`config.mk`:
```
export PLATFORM = sky130hd
export DESIGN_NAME = alarm_scheduler
export DESIGN_NICKNAME = d
export VERILOG_FILES = /design/src/rtl/alarm_scheduler.sv
export SDC_FILE = /design/constraint.sdc
export NUM_CORES = 1
export LEC_CHECK = 0
export CAP_MARGIN = 20
export CORE_MARGIN = 3
export CORE_UTILIZATION = 54
export DETAILED_ROUTE_END_ITERATION = 10
export DONT_BUFFER_PORTS = 1
export PLACE_DENSITY = 0.69
export SYNTH_ARGS = -nofsm -noshare
export SYNTH_HDL_FRONTEND = slang
export SYNTH_SLANG_ARGS = --single-unit
```
`constraint.sdc`:
```
create_clock -name clk -period 3.3 [get_ports clk]
set_input_delay 0.33 -clock clk [delete_from_list [all_inputs] [get_ports clk]]
set_output_delay 0.33 -clock clk [all_outputs]
set_load 0.02 [all_outputs]
```
`src/rtl/alarm_scheduler.sv`:
```
// Four-slot alarm clock scheduler.
// Each slot holds a wake-up time and an enable bit. Slots that match the
// current time on a second tick queue up as pending. A three-state session
// FSM (idle / ringing / snoozed) serves pending slots in slot-index order
// and drives the siren.
module alarm_scheduler #(
  parameter int SNOOZE_MIN   = 5,
  parameter int RING_TIMEOUT = 60
) (
  input  logic       clk,
  input  logic       rst,
  input  logic       sec_tick,
  input  logic [7:0] current_hour,
  input  logic [7:0] current_minute,
  input  logic [7:0] current_second,
  input  logic       cfg_we,
  input  logic [1:0] cfg_slot,
  input  logic [7:0] cfg_hour,
  input  logic [7:0] cfg_minute,
  input  logic [7:0] cfg_second,
  input  logic       cfg_enable,
  input  logic       btn_stop,
  input  logic       btn_snooze,
  output logic       siren,
  output logic [1:0] active_slot,
  output logic       ringing,
  output logic       snoozing,
  output logic [3:0] slot_enabled
);

  // The timeout counter saturates at RING_TIMEOUT, so it needs to hold that value.
  localparam int CNT_W = (RING_TIMEOUT < 1) ? 1 : $clog2(RING_TIMEOUT + 1);
  localparam logic [CNT_W-1:0] CNT_MAX = CNT_W'(RING_TIMEOUT);

  typedef enum logic [1:0] {
    ST_IDLE    = 2'd0,
    ST_RINGING = 2'd1,
    ST_SNOOZE  = 2'd2
  } state_t;

  state_t           state_q, state_d;
  logic [3:0]       pending_q, pending_d;
  logic [1:0]       active_slot_q, active_slot_d;
  logic [CNT_W-1:0] cnt_q, cnt_d;
  logic [7:0]       tgt_hour_q, tgt_hour_d;
  logic [7:0]       tgt_minute_q, tgt_minute_d;
  logic [7:0]       tgt_second_q, tgt_second_d;
  logic             siren_q, siren_d;

  logic [3:0]       slot_we;
  logic [3:0]       match;
  logic [3:0]       active_mask;
  logic [1:0]       lowest_idx;
  logic [7:0]       snz_min_sum;
  logic [7:0]       snz_minute;
  logic [7:0]       snz_hour;
  logic             at_target;

  // ---------------------------------------------------------------------
  // Per-slot storage and time comparison
  // ---------------------------------------------------------------------
  for (genvar gi = 0; gi < 4; gi++) begin : g_slot
    logic [7:0] hour_q, hour_d;
    logic [7:0] minute_q, minute_d;
    logic [7:0] second_q, second_d;
    logic       enable_q, enable_d;

    assign slot_we[gi] = cfg_we && (cfg_slot == 2'(gi));

    // A configuration write replaces every field of the slot at once.
    always_comb begin
      hour_d   = hour_q;
      minute_d = minute_q;
      second_d = second_q;
      enable_d = enable_q;
      if (slot_we[gi]) begin
        hour_d   = cfg_hour;
        minute_d = cfg_minute;
        second_d = cfg_second;
        enable_d = cfg_enable;
      end
    end

    // Slot registers; reset leaves the slot at 00:00:00 and disabled.
    always_ff @(posedge clk) begin
      if (rst) begin
        hour_q   <= '0;
        minute_q <= '0;
        second_q <= '0;
        enable_q <= 1'b0;
      end else begin
        hour_q   <= hour_d;
        minute_q <= minute_d;
        second_q <= second_d;
        enable_q <= enable_d;
      end
    end

    assign match[gi] = sec_tick && enable_q &&
                       (hour_q == current_hour) &&
                       (minute_q == current_minute) &&
                       (second_q == current_second);

    assign slot_enabled[gi] = enable_q;
  end

  // The slot owning the current session must not re-queue itself.
  assign active_mask = (state_q != ST_IDLE) ? (4'b0001 << active_slot_q) : 4'b0000;

  assign at_target = (current_hour == tgt_hour_q) &&
                     (current_minute == tgt_minute_q) &&
                     (current_second == tgt_second_q);

  // Pick the lowest-index pending slot (scan downward so the lowest wins).
  always_comb begin
    lowest_idx = 2'd0;
    for (int i = 3; i >= 0; i--) begin
      if (pending_q[i]) lowest_idx = 2'(i);
    end
  end

  // Snooze target: now + SNOOZE_MIN minutes with minute and hour roll-over.
  always_comb begin
    snz_min_sum = current_minute + 8'(SNOOZE_MIN);
    snz_minute  = snz_min_sum;
    snz_hour    = current_hour;
    if (snz_min_sum >= 8'd60) begin
      snz_minute = snz_min_sum - 8'd60;
      snz_hour   = (current_hour >= 8'd23) ? 8'd0 : current_hour + 8'd1;
    end
  end

  // Session FSM next-state, pending queue and timeout counter.
  always_comb begin
    state_d       = state_q;
    pending_d     = pending_q | (match & ~active_mask);
    active_slot_d = active_slot_q;
    cnt_d         = cnt_q;
    tgt_hour_d    = tgt_hour_q;
    tgt_minute_d  = tgt_minute_q;
    tgt_second_d  = tgt_second_q;

    case (state_q)
      ST_IDLE: begin
        if (|pending_q) begin
          state_d                = ST_RINGING;
          active_slot_d          = lowest_idx;
          cnt_d                  = '0;
          pending_d[lowest_idx]  = 1'b0;
        end
      end
      ST_RINGING: begin
        if (btn_stop) begin
          state_d = ST_IDLE;
        end else if (btn_snooze) begin
          state_d      = ST_SNOOZE;
          tgt_hour_d   = snz_hour;
          tgt_minute_d = snz_minute;
          tgt_second_d = current_second;
        end else if (sec_tick) begin
          cnt_d = (cnt_q == CNT_MAX) ? cnt_q : cnt_q + 1'b1;
          if (cnt_d == CNT_MAX) state_d = ST_IDLE;
        end
      end
      ST_SNOOZE: begin
        if (btn_stop) begin
          state_d = ST_IDLE;
        end else if (sec_tick && at_target) begin
          state_d = ST_RINGING;
          cnt_d   = '0;
        end
      end
      default: state_d = ST_IDLE;
    endcase

    // Rewriting a slot discards anything it had queued; disabling the slot
    // that is currently ringing or snoozed ends its session.
    if (cfg_we) begin
      pending_d[cfg_slot] = 1'b0;
      if (!cfg_enable && (state_q != ST_IDLE) && (cfg_slot == active_slot_q)) begin
        state_d = ST_IDLE;
      end
    end
  end

  assign siren_d = (state_d == ST_RINGING);

  // Session state registers.
  always_ff @(posedge clk) begin
    if (rst) begin
      state_q       <= ST_IDLE;
      pending_q     <= '0;
      active_slot_q <= '0;
      cnt_q         <= '0;
      tgt_hour_q    <= '0;
      tgt_minute_q  <= '0;
      tgt_second_q  <= '0;
      siren_q       <= 1'b0;
    end else begin
      state_q       <= state_d;
      pending_q     <= pending_d;
      active_slot_q <= active_slot_d;
      cnt_q         <= cnt_d;
      tgt_hour_q    <= tgt_hour_d;
      tgt_minute_q  <= tgt_minute_d;
      tgt_second_q  <= tgt_second_d;
      siren_q       <= siren_d;
    end
  end

  assign siren       = siren_q;
  assign ringing     = (state_q == ST_RINGING);
  assign snoozing    = (state_q == ST_SNOOZE);
  assign active_slot = active_slot_q;

endmodule
```
# == Word level (Yosys, flattened, before mapping) ==
# Index checks and enable logic that the tools add are counted.
# word_totals
word_cells,142
ff_bits,139
out_inout_bits,9
inputBits,57
# classes
n_mux,33
magnitude_cmp,6
n_reduce_logical,36
add_sub_neg,4
bitwise,8
shifts,1
eq_ne,30
# op_table
operator,count
8-bit equality test,15
6-bit two-way mux,7
1-bit logical AND,27
2-bit two-way mux,13
8-bit two-way mux,3
6-bit one-hot mux with 3 select lines,1
4-bit two-way mux,4
4-bit AND,3
"6-bit equality test, second input constant",2
4-bit NOT,3
"2-bit inequality test, second input constant",5
"8-bit by 1-bit adder with 8-bit output, second input constant",1
"8-bit by 3-bit adder with 8-bit output, second input constant",1
"8-bit by 5-bit >= comparator with 1-bit output, second input constant",1
"8-bit by 6-bit >= comparator with 1-bit output, second input constant",1
"8-bit by 6-bit subtractor with 8-bit output, second input constant",1
7-bit AND reduction,1
"6-bit by 1-bit adder with 6-bit output, second input constant",1
"2-bit by 1-bit equality test with 1-bit output, second input constant",3
"2-bit equality test, second input constant",3
"2-bit by 3-bit < comparator with 1-bit output, second input constant",2
2-bit one-hot mux with 3 select lines,1
1-bit demux with 2-bit select,2
"2-bit by 1-bit >= comparator with 1-bit output, second input constant",2
13 further kinds,15

# == Longest topological paths before layout ==
# depth
word_depth,14
ltp_mapped,10
depth_no_buf,8

# == Worst setup path after synthesis ==
# No wires, ideal clock.
# synth_timing
path_kind,input -> register
from,in current_minute[0]
to,reg tgt_hour_q[3]
setup_slack_ps,823
path_stages,9
required_ps,3209
path_buffers,1
arrival_time_ps,2386
path_cell_list,buf_4 > a21oi_4 > xnor2_1 > ha_1 > nand2b_1 > mux2i_2 > a2111oi_4 > or4_1 > a311oi_1
# synth_between
elab_chain_len,3
# synth_rtl
element,line,text
from (decl),14,"input logic [7:0] current_minute,"
8-bit by 3-bit adder with 8-bit output,124,snz_min_sum = current_minute + 8'(SNOOZE_MIN);
8-bit by 6-bit >= comparator with 1-bit output,127,if (snz_min_sum >= 8'd60) begin
8-bit two-way mux,127,
to (signal assigned),204,tgt_hour_q <= tgt_hour_d;
to (decl),45,"logic [7:0] tgt_hour_q, tgt_hour_d;"
# Every way passes these cells.
# A chain may end at the register's enable or synchronous reset.

# == Worst setup path after layout ==
# layout_timing
from,in current_minute[0]
to,reg tgt_hour_q[2]
# Same word-level chain as after synthesis.

==> reports/metrics.yaml <==
cts_tree: "yes"
design_power_total_mw: 4.11
post_cts_buffers: 0
cp.required_ns: 3.63
synth_top_area_share_pct: 38.6
final.fill_count: 1164
grt_pass1_wl_um: 32200
cts.sinks: 139
fin_skew_ns: 0.00546
synthArstFlopShare_pct: 0
yosysMostFrequentCell: "nand2_1"
final-instance-count-excl-fill: 1053
setup_violations: 0
hold_path.class: "in2reg"
utilization_pct: 61.2
syn_area_per_cell_um2: 7.92
worst-path-buf-inv: 0
die_h_um: 122
cp_slowest_cell: "or4b_1"
synth_top_cells_by_count: "236 x nand2_1, 139 x dfxtp_1, 123 x a21oi_1"
arrival_ns: 2.69
areaGrowthSynthToFinish_pct: 8.77
portBuffers: 0
initial_core_util_pct: 56.3
min_from: "cfg_second[3]"
cts_root_buffer: "clkbuf_16"
outcome: "finished clean"
yosys.area.top_type: "dfxtp_1"
cap_violations: 0
syn-cell-area_um2: 7220
pin_count: 66
grt_pass1_vias: 5774
antenna_found_initial: 0
path_clk_slew_ns: 0.06
dp_hpwl_um: 14200
rsz0062_at_grt: "no"
synth_xor_area_share_pct: 15.8
slew_viol_final: 0
vdd_drop_max_mv: 0.394
place_inst: 1018
n_antenna_cell: 0
timing.rr.start: "state_q[0]"
synth_mux_area_share_pct: 0.485
crit_family: "simple AND/OR/NAND/NOR gates"
wl_um: 20800
tightest_slew_ns: 0.906
cts.htree.levels: 4
hold_viol_final: 0
vias: 6287
p_leak_nw: 2.61
netlist-cell-type-count: 70
crit_top_cell: "ha_1"
gp_congestion: 0.959
synth_compound_area_share_pct: 16.1
nets: 930
synth-seq-area-share_pct: 38.6
synth_top_family_by_area: "simple AND/OR/NAND/NOR gates"
dieArea_um2: 14800
cts.repair.resized: 0
fmax_ghz: 0.424
critical_path_class: "in2reg"
worstPathCellList: "ha_1, xnor2_1, ha_1, nand2b_1, mux2i_2, a2111oi_4, or4b_1, a311oi_1"
fin_hold_ws_ns: 0.0332
drive_gt1_share_pct: 6.81
syn_inst: 911
pwr_density_cell_nw_per_um2: 523
antenna_left: 0
synth_flop_cell: "dfxtp_1"
synth-simple-area-share_pct: 23.3
grt_use_total_pct: 28.5
end_kind: "register"
grt_overflow_total: 0
synthTopCellsByArea: "dfxtp_1 39%, nand2_1 12%, xnor2_1 9.6%, a21oi_1 8.5%, xor2_1 5.9%"
synth_warnings: 0
synth-edff-count: 0
critPathLaunch: "current_minute[0]"
crit_path_max_fanout: 18
vias_per_cell: 5.97
tns_ns: 0
slowest_delay_ns: 0.54
relSlewSlack_pct: 39.6
syn-num-nets: 973
grt_max_degree: 127
cp-start-kind: "primary input"
post-route-period-util_pct: 71.5
wl_per_cell_um: 19.8
drtIter0Drc: 701
ys_ff_latch: 139
std_cell_rows: 41
cts-buffers-inserted: 17
post-route-drc-count: 0
dieWidth_um: 122
first_pass_iters: 5
coreArea_um2: 12800
min_period_ns: 2.36
synth_fa_ha_area_share_pct: 0.867
clk_path_buf_depth: 2
worstSkewPairLatency_ns: 0.43
==> flip-flops by register name (all words and copies together), names as in the netlist, 2 cells and up <==
| register | cells |
|---|---|
| cnt_q | 6 |
| state_q | 2 |
| pending_q | 4 |
| g_slot.second_q | 32 |
| tgt_second_q | 8 |
| g_slot.minute_q | 32 |
| g_slot.hour_q | 32 |
| tgt_hour_q | 8 |
| g_slot.enable_q | 4 |
| tgt_minute_q | 8 |
| active_slot | 2 |
==> final timing paths <==
kind | slack, ns | cells past startpoint | end
worst max register to register | 1.04 | 5 | tgt_minute_q[5]
worst min register to register | 0.47 | 2 | g_slot[3].hour_q[2]
worst min-delay path | 0.03 | 2 | g_slot[3].second_q[3]
worst max-delay path | 0.94 | 8 | tgt_hour_q[2]
==> routing by layer <==
layer | wire length [um] | part of all wire [%] | vias up | global-route usage [%]
met5 | 0 | 0 | - | 0
met2 | 10200 | 49 | 272 | 47.4
li1 | - | - | 3003 | -
met3 | 1720 | 8.3 | 45 | 8.17
met4 | 608 | 2.9 | 0 | 11.1
met1 | 8310 | 40 | 2967 | 34.8
==> placed cells by master, fill, tap and decap left out, types with 9 or more instances in the layout <==
cell,Yosys,layout
nor3_1,10,10
a21oi_1,123,123
o21ai_0,9,9
nand3_1,14,14
nor4_1,16,16
nand2b_1,9,9
nor2_1,25,24
a31oi_1,9,9
nand2_1,236,236
dfxtp_1,139,139
xor2_1,49,49
clkbuf_16,0,17
nand4_1,20,20
xnor2_1,79,79
==> where the power goes <==
part | total (mW) | internal (mW) | switching [mW]
Sequential | 1.75 | 1.72 | 0.0301
Clock | 2.03 | 1.30 | 0.728
Combinational | 0.332 | 0.142 | 0.190
==> layout make-up <==
class	count	area, um^2	share of cell area, %
clock inverters	12	170	2.17
inverters	5	18.8	0.239
clock buffers	20	457	5.82
flip-flops and latches	139	2780	35.4
multi-input cells	694	4100	52.2
well taps	172	215	2.74
repair buffers	11	108	1.37
==> worst reg2reg max path: stages (launching register included) <==
cell	delay [ns]
dfxtp_1	0.45
nor2b_1	0.17
buf_4	0.18
nand3b_1	0.53
or4_1	0.70
o211ai_1	0.16
==> metrics by stage <==
step	area, um^2	setup slack, ns
6_report	7850	0.941
3_3_place_gp	7180	0.704
3_5_place_dp	7180	0.523
5_1_grt	7850	0.727
4_1_cts	7850	0.964
2_1_floorplan	7220	0.823
==> kinds of logic (layout without fill, tap and decap cells) <==
logic type               count (synthesis)  in the layout
AO/OA/AOI/OAI                          188            188
XOR/XNOR                               129            129
adder cells (fa/ha/maj)                  5              5
buffers and inverters                   78             48
flip-flops                             139            139
multiplexers                             3              3
AND/OR/NAND/NOR                        369            369
==> timing repair <==
action	4_1_cts	5_1_grt
hold buffers	3	0
endpoints found under the hold margin	126	0
endpoints found under the setup margin	0	0
Power figures use the tool's default switching activity.
